<file path="src/rtl/arb_pkg.sv">
// Shared types and helpers for the round-robin arbiter.
package arb_pkg;

    typedef enum logic {
        IDLE = 1'b0,
        BUSY = 1'b1
    } arb_state_e;

    // Index width with a floor of one bit so single-bit cases still have a port.
    function automatic int idx_w(input int n);
        return (n <= 2) ? 1 : $clog2(n);
    endfunction

endpackage

</file>
<file path="src/rtl/rr_pick.sv">
// Rotating-priority first-one finder: the scan starts at ptr and wraps around.
module rr_pick #(
    parameter int N    = 4,
    parameter int IDXW = 2
) (
    input  logic [N-1:0]    req,
    input  logic [IDXW-1:0] ptr,
    input  logic [IDXW-1:0] mask_idx,
    input  logic            mask_en,
    output logic            found,
    output logic [IDXW-1:0] idx,
    output logic [N-1:0]    onehot
);

    logic [N-1:0] mask_vec;
    logic [N-1:0] masked;
    logic [N-1:0] rot;
    int           first;
    int           sum;

    // Bit k of rot is channel (ptr+k) mod N, so the lowest set bit is the winner.
    always_comb begin
        mask_vec = '0;
        if (mask_en) begin
            mask_vec[mask_idx] = 1'b1;
        end
        masked = req & ~mask_vec;
        rot    = N'({masked, masked} >> ptr);
        found  = 1'b0;
        first  = 0;
        for (int k = 0; k < N; k++) begin
            if (!found && rot[k]) begin
                found = 1'b1;
                first = k;
            end
        end
        sum = int'(ptr) + first;
        if (sum >= N) begin
            sum = sum - N;
        end
        idx    = '0;
        onehot = '0;
        if (found) begin
            idx         = IDXW'(sum);
            onehot[idx] = 1'b1;
        end
    end

endmodule

</file>
<file path="src/rtl/rr_arbiter.sv">
// Round-robin arbiter with registered one-hot grant and hold-limit preemption.
module rr_arbiter
    import arb_pkg::*;
#(
    parameter int N        = 4,
    parameter int MAX_HOLD = 8,
    localparam int IDXW    = idx_w(N),
    localparam int HW      = idx_w(MAX_HOLD + 1)
) (
    input  logic            clk,
    input  logic            rst,
    input  logic [N-1:0]    req,
    output logic [N-1:0]    gnt,
    output logic            gnt_valid,
    output logic [IDXW-1:0] gnt_idx,
    output logic            preempt
);

    arb_state_e      state;
    logic [IDXW-1:0] ptr;
    logic [HW-1:0]   hold_cnt;

    logic [IDXW-1:0] next_ptr;
    logic [IDXW-1:0] pick_ptr;
    logic            pick_found;
    logic [IDXW-1:0] pick_idx;
    logic [N-1:0]    pick_onehot;
    logic            owner_req;
    logic            hold_expired;

    // While busy, the candidate search already uses the rotated pointer and
    // excludes the owner, so the same result serves release and preemption.
    always_comb begin
        next_ptr     = (gnt_idx == IDXW'(N - 1)) ? '0 : gnt_idx + IDXW'(1);
        pick_ptr     = (state == BUSY) ? next_ptr : ptr;
        owner_req    = req[gnt_idx];
        hold_expired = (MAX_HOLD != 0) && (hold_cnt == HW'(MAX_HOLD));
    end

    rr_pick #(
        .N    (N),
        .IDXW (IDXW)
    ) u_pick (
        .req      (req),
        .ptr      (pick_ptr),
        .mask_idx (gnt_idx),
        .mask_en  (state == BUSY),
        .found    (pick_found),
        .idx      (pick_idx),
        .onehot   (pick_onehot)
    );

    always_ff @(posedge clk or posedge rst) begin
        if (rst) begin
            state     <= IDLE;
            ptr       <= '0;
            hold_cnt  <= '0;
            gnt       <= '0;
            gnt_valid <= 1'b0;
            gnt_idx   <= '0;
            preempt   <= 1'b0;
        end else begin
            preempt <= 1'b0;
            case (state)
                IDLE: begin
                    if (pick_found) begin
                        state     <= BUSY;
                        gnt       <= pick_onehot;
                        gnt_valid <= 1'b1;
                        gnt_idx   <= pick_idx;
                        hold_cnt  <= HW'(1);
                    end
                end
                BUSY: begin
                    if (!owner_req) begin
                        ptr <= next_ptr;
                        if (pick_found) begin
                            gnt      <= pick_onehot;
                            gnt_idx  <= pick_idx;
                            hold_cnt <= HW'(1);
                        end else begin
                            state     <= IDLE;
                            gnt       <= '0;
                            gnt_valid <= 1'b0;
                            gnt_idx   <= '0;
                            hold_cnt  <= '0;
                        end
                    end else if (hold_expired && pick_found) begin
                        ptr      <= next_ptr;
                        gnt      <= pick_onehot;
                        gnt_idx  <= pick_idx;
                        hold_cnt <= HW'(1);
                        preempt  <= 1'b1;
                    end else if (hold_cnt < HW'(MAX_HOLD)) begin
                        hold_cnt <= hold_cnt + HW'(1);
                    end
                end
                default: begin
                    state <= IDLE;
                end
            endcase
        end
    end

endmodule

</file>
<file path="config.mk">
export PLATFORM = sky130hd
export DESIGN_NAME = rr_arbiter
export DESIGN_NICKNAME = d
export VERILOG_FILES = /design/src/rtl/arb_pkg.sv /design/src/rtl/rr_pick.sv /design/src/rtl/rr_arbiter.sv
export SDC_FILE = /design/constraint.sdc
export NUM_CORES = 1
export LEC_CHECK = 0
export CORE_MARGIN = 4
export CORE_UTILIZATION = 59
export CTS_CLUSTER_SIZE = 16
export DETAILED_ROUTE_END_ITERATION = 10
export HOLD_SLACK_MARGIN = 0.03
export PLACE_DENSITY = 0.83
export SYNTH_ARGS = -nofsm -noshare
export SYNTH_HDL_FRONTEND = slang
export SYNTH_SLANG_ARGS = --single-unit
</file>
<file path="constraint.sdc">
create_clock -name clk -period 4.85 [get_ports clk]
set_clock_uncertainty 0.05 [all_clocks]
set_input_delay 0.7275 -clock clk [delete_from_list [all_inputs] [get_ports clk]]
set_output_delay 0.7275 -clock clk [all_outputs]
set_load 0.1 [all_outputs]
</file>
==> results.yml <==
clock_tree:
  cts_root_buf: "clkbuf_4"
  clock_sink_count: 15
  cts_resized: 0
  cts_hold_buf: 0
  insertion_delay_ns: 0.30
  htreeDepth: 1
  cts_buffer_depth: 2
  cts_setup_buffers: 0
  tritoncts: "done"
  numCtsBuffers: 3
  cts.reportedPaths.clkPinSlew_ns: 0.09
floorplan:
  die_y_um: 52.4
  io-pin-count: 14
  initial_utilization_pct: 64.4
  fp.dieW_um: 52.4
  die_area_sq_um: 2740
  core_sq_um: 1800
  rows: 15
finish:
  fin_nets: 150
  diodes: 0
  nFillCells: 141
  drive_above_1_share_pct: 13.2
  syn_to_final_growth_pct: 14.9
worst_setup_path:
  path_delay_family: "compound AO/OA/AOI/OAI gates"
  critPathMostFrequentCell: "ha_1"
  critical_path_class: "register to register"
  rrSetupSlack_ns: 1.88
  cp-end-kind: "register"
  critPathRequiredTime_ns: 4.99
  crit_buf_inv: 1
  r2r_start: "gnt_idx[1]"
  slowest_stage: "dfrtp_1"
  startpoint_type: "register"
  cp.arrival_ns: 3.11
  crit_chain: "inv_1 > ha_1 > mux2i_2 > nor2_1 > o21ai_0 > a32oi_1 > ha_1 > xnor2_1 > nor4_1 > o31a_1 > a221o_1"
  critPathLaunch: "gnt_idx[1]"
  path_max_fanout: 6
  critPathMaxStageDelay_ns: 0.50
min_path:
  hold_path.class: "register to register"
  min_from: "ptr[0]"
logic_synthesis:
  syn_area_sq_um: 1160
  synth.most_common_cell: "nand2_1"
  synth.avg_cell_area_sq_um: 9.60
  syn_inst: 121
  synth_commonest_cells: "18 x nand2_1, 15 x dfrtp_1, 10 x nor2_1"
  synth_top_flop_cell: "dfrtp_1"
  yosys.area.top_type: "dfrtp_1"
  synth_warnings: 0
  synth_top_area_share_pct: 32.3
  async_reset_ff_share_pct: 100
  synth-edff-count: 0
  ys_ff_latch: 15
  yosysSeqAreaShare_pct: 32.3
  synth.area.top_cells: "dfrtp_1 32%, ha_1 7.5%, nand2_1 5.8%, nor2_1 3.2%, mux2_2 2.9%"
  syn_nets: 134
  ys_types: 44
sta:
  rsz0062_at_grt: "false"
  fin_tns_setup_ns: 0
  slew_violations: 0
  min_period_over_period_pct: 61.3
  fin_crit_ns: 2.97
  slew-limit-headroom_pct: 35.2
  finalHoldViolCount: 0
  setup_viol: 0
  fmax_mhz: 336
  worst_slew_pin_slew_ns: 0.969
global_routing:
  antenna_found_initial: 0
  first_global_vias: 996
  grt_pass1_wl_um: 4350
  grt_util_all_layers_pct: 21.3
  grt_overflow: 0
  grt_max_degree: 22
flow_run:
  cap_violations: 0
placed_design:
  portBuffers: 13
  hpwl_um: 1920
  gp_congestion: 0.864
status:
  status: "completed"
drt:
  wirelength_um: 2510
  ant_nets: 0
  first_pass_iters: 5
  viasPerCell: 6.17
  drt_drc_violations_left: 0
  route.vias.total: 994
  drt-initial-drc-count: 30
  wire_per_inst_um: 15.6
==> sequential cells by signal, indices dropped and copies added (netlist names) <==
register and flops:
state 1, gnt_idx 2, hold_cnt 4, ptr 2
preempt 1, gnt 4, gnt_valid 1
==> cells by family after synthesis <==
kind of cell | count (synthesis) | synth area share [%]
AND/OR/NAND/NOR | 47 | 20.5
multiplexers | 5 | 6.03
XOR/XNOR | 3 | 2.26
buffers and inverters | 7 | 2.91
flip-flops | 15 | 32.3
AO/OA/AOI/OAI | 37 | 28.4
adder cells (fa/ha/maj) | 7 | 7.54
==> routing by layer <==
metal  up-vias  part of all wire (%)  track usage [%]
met2        29                    47             34.5
met5         -                     0                0
met4         0                   1.4             8.51
met1       474                    47             27.1
li1        486                     -                -
met3         5                   4.7             5.13
==> path summary, 6_finish.rpt <==
check	cells past startpoint	end
hold / removal	1	ptr[0]
setup / recovery	11	gnt[2]
setup reg to reg	11	gnt[2]
hold reg to reg	1	ptr[0]
min in group asynchronous	2	hold_cnt[2]
max in group asynchronous	2	ptr[1]
==> stage by stage <==
stage | instances | hold WS (ns) | area [sq um] | setup WS, ns | utilization [%]
final | 161 | 0.474 | 1330 | 1.88 | 74.0
after global routing | 161 | 0.497 | 1330 | 1.69 | 74.0
after CTS | 161 | 0.469 | 1330 | 1.90 | 74.0
after detailed placement | 157 | 0.443 | 1310 | 1.62 | 72.6
after global placement | 157 | 0.446 | 1310 | 1.72 | 72.6
after floorplan | 121 | 0.432 | 1160 | 1.61 | -
==> cell type report <==
cell class	count	area [sq um]	area share (%)
clock buffers	4	26.3	1.97
multi-input cells	99	752	56.4
well taps	25	31.3	2.35
repair buffers	13	130	9.76
inverters	5	18.8	1.41
flip-flops and latches	15	375	28.1
==> placed cells by master (no fill, tap or decap), types with 5 or more instances in the layout <==
master and n:
dfrtp_1 15, inv_1 5, ha_1 7, nor2_1 10, a21oi_1 5, clkdlybuf4s50_1 13, nand2_1 18
Power is left out: the tool's default activity adds up to more than one toggle a clock period on the data nets, which glitch-free logic cannot reach.
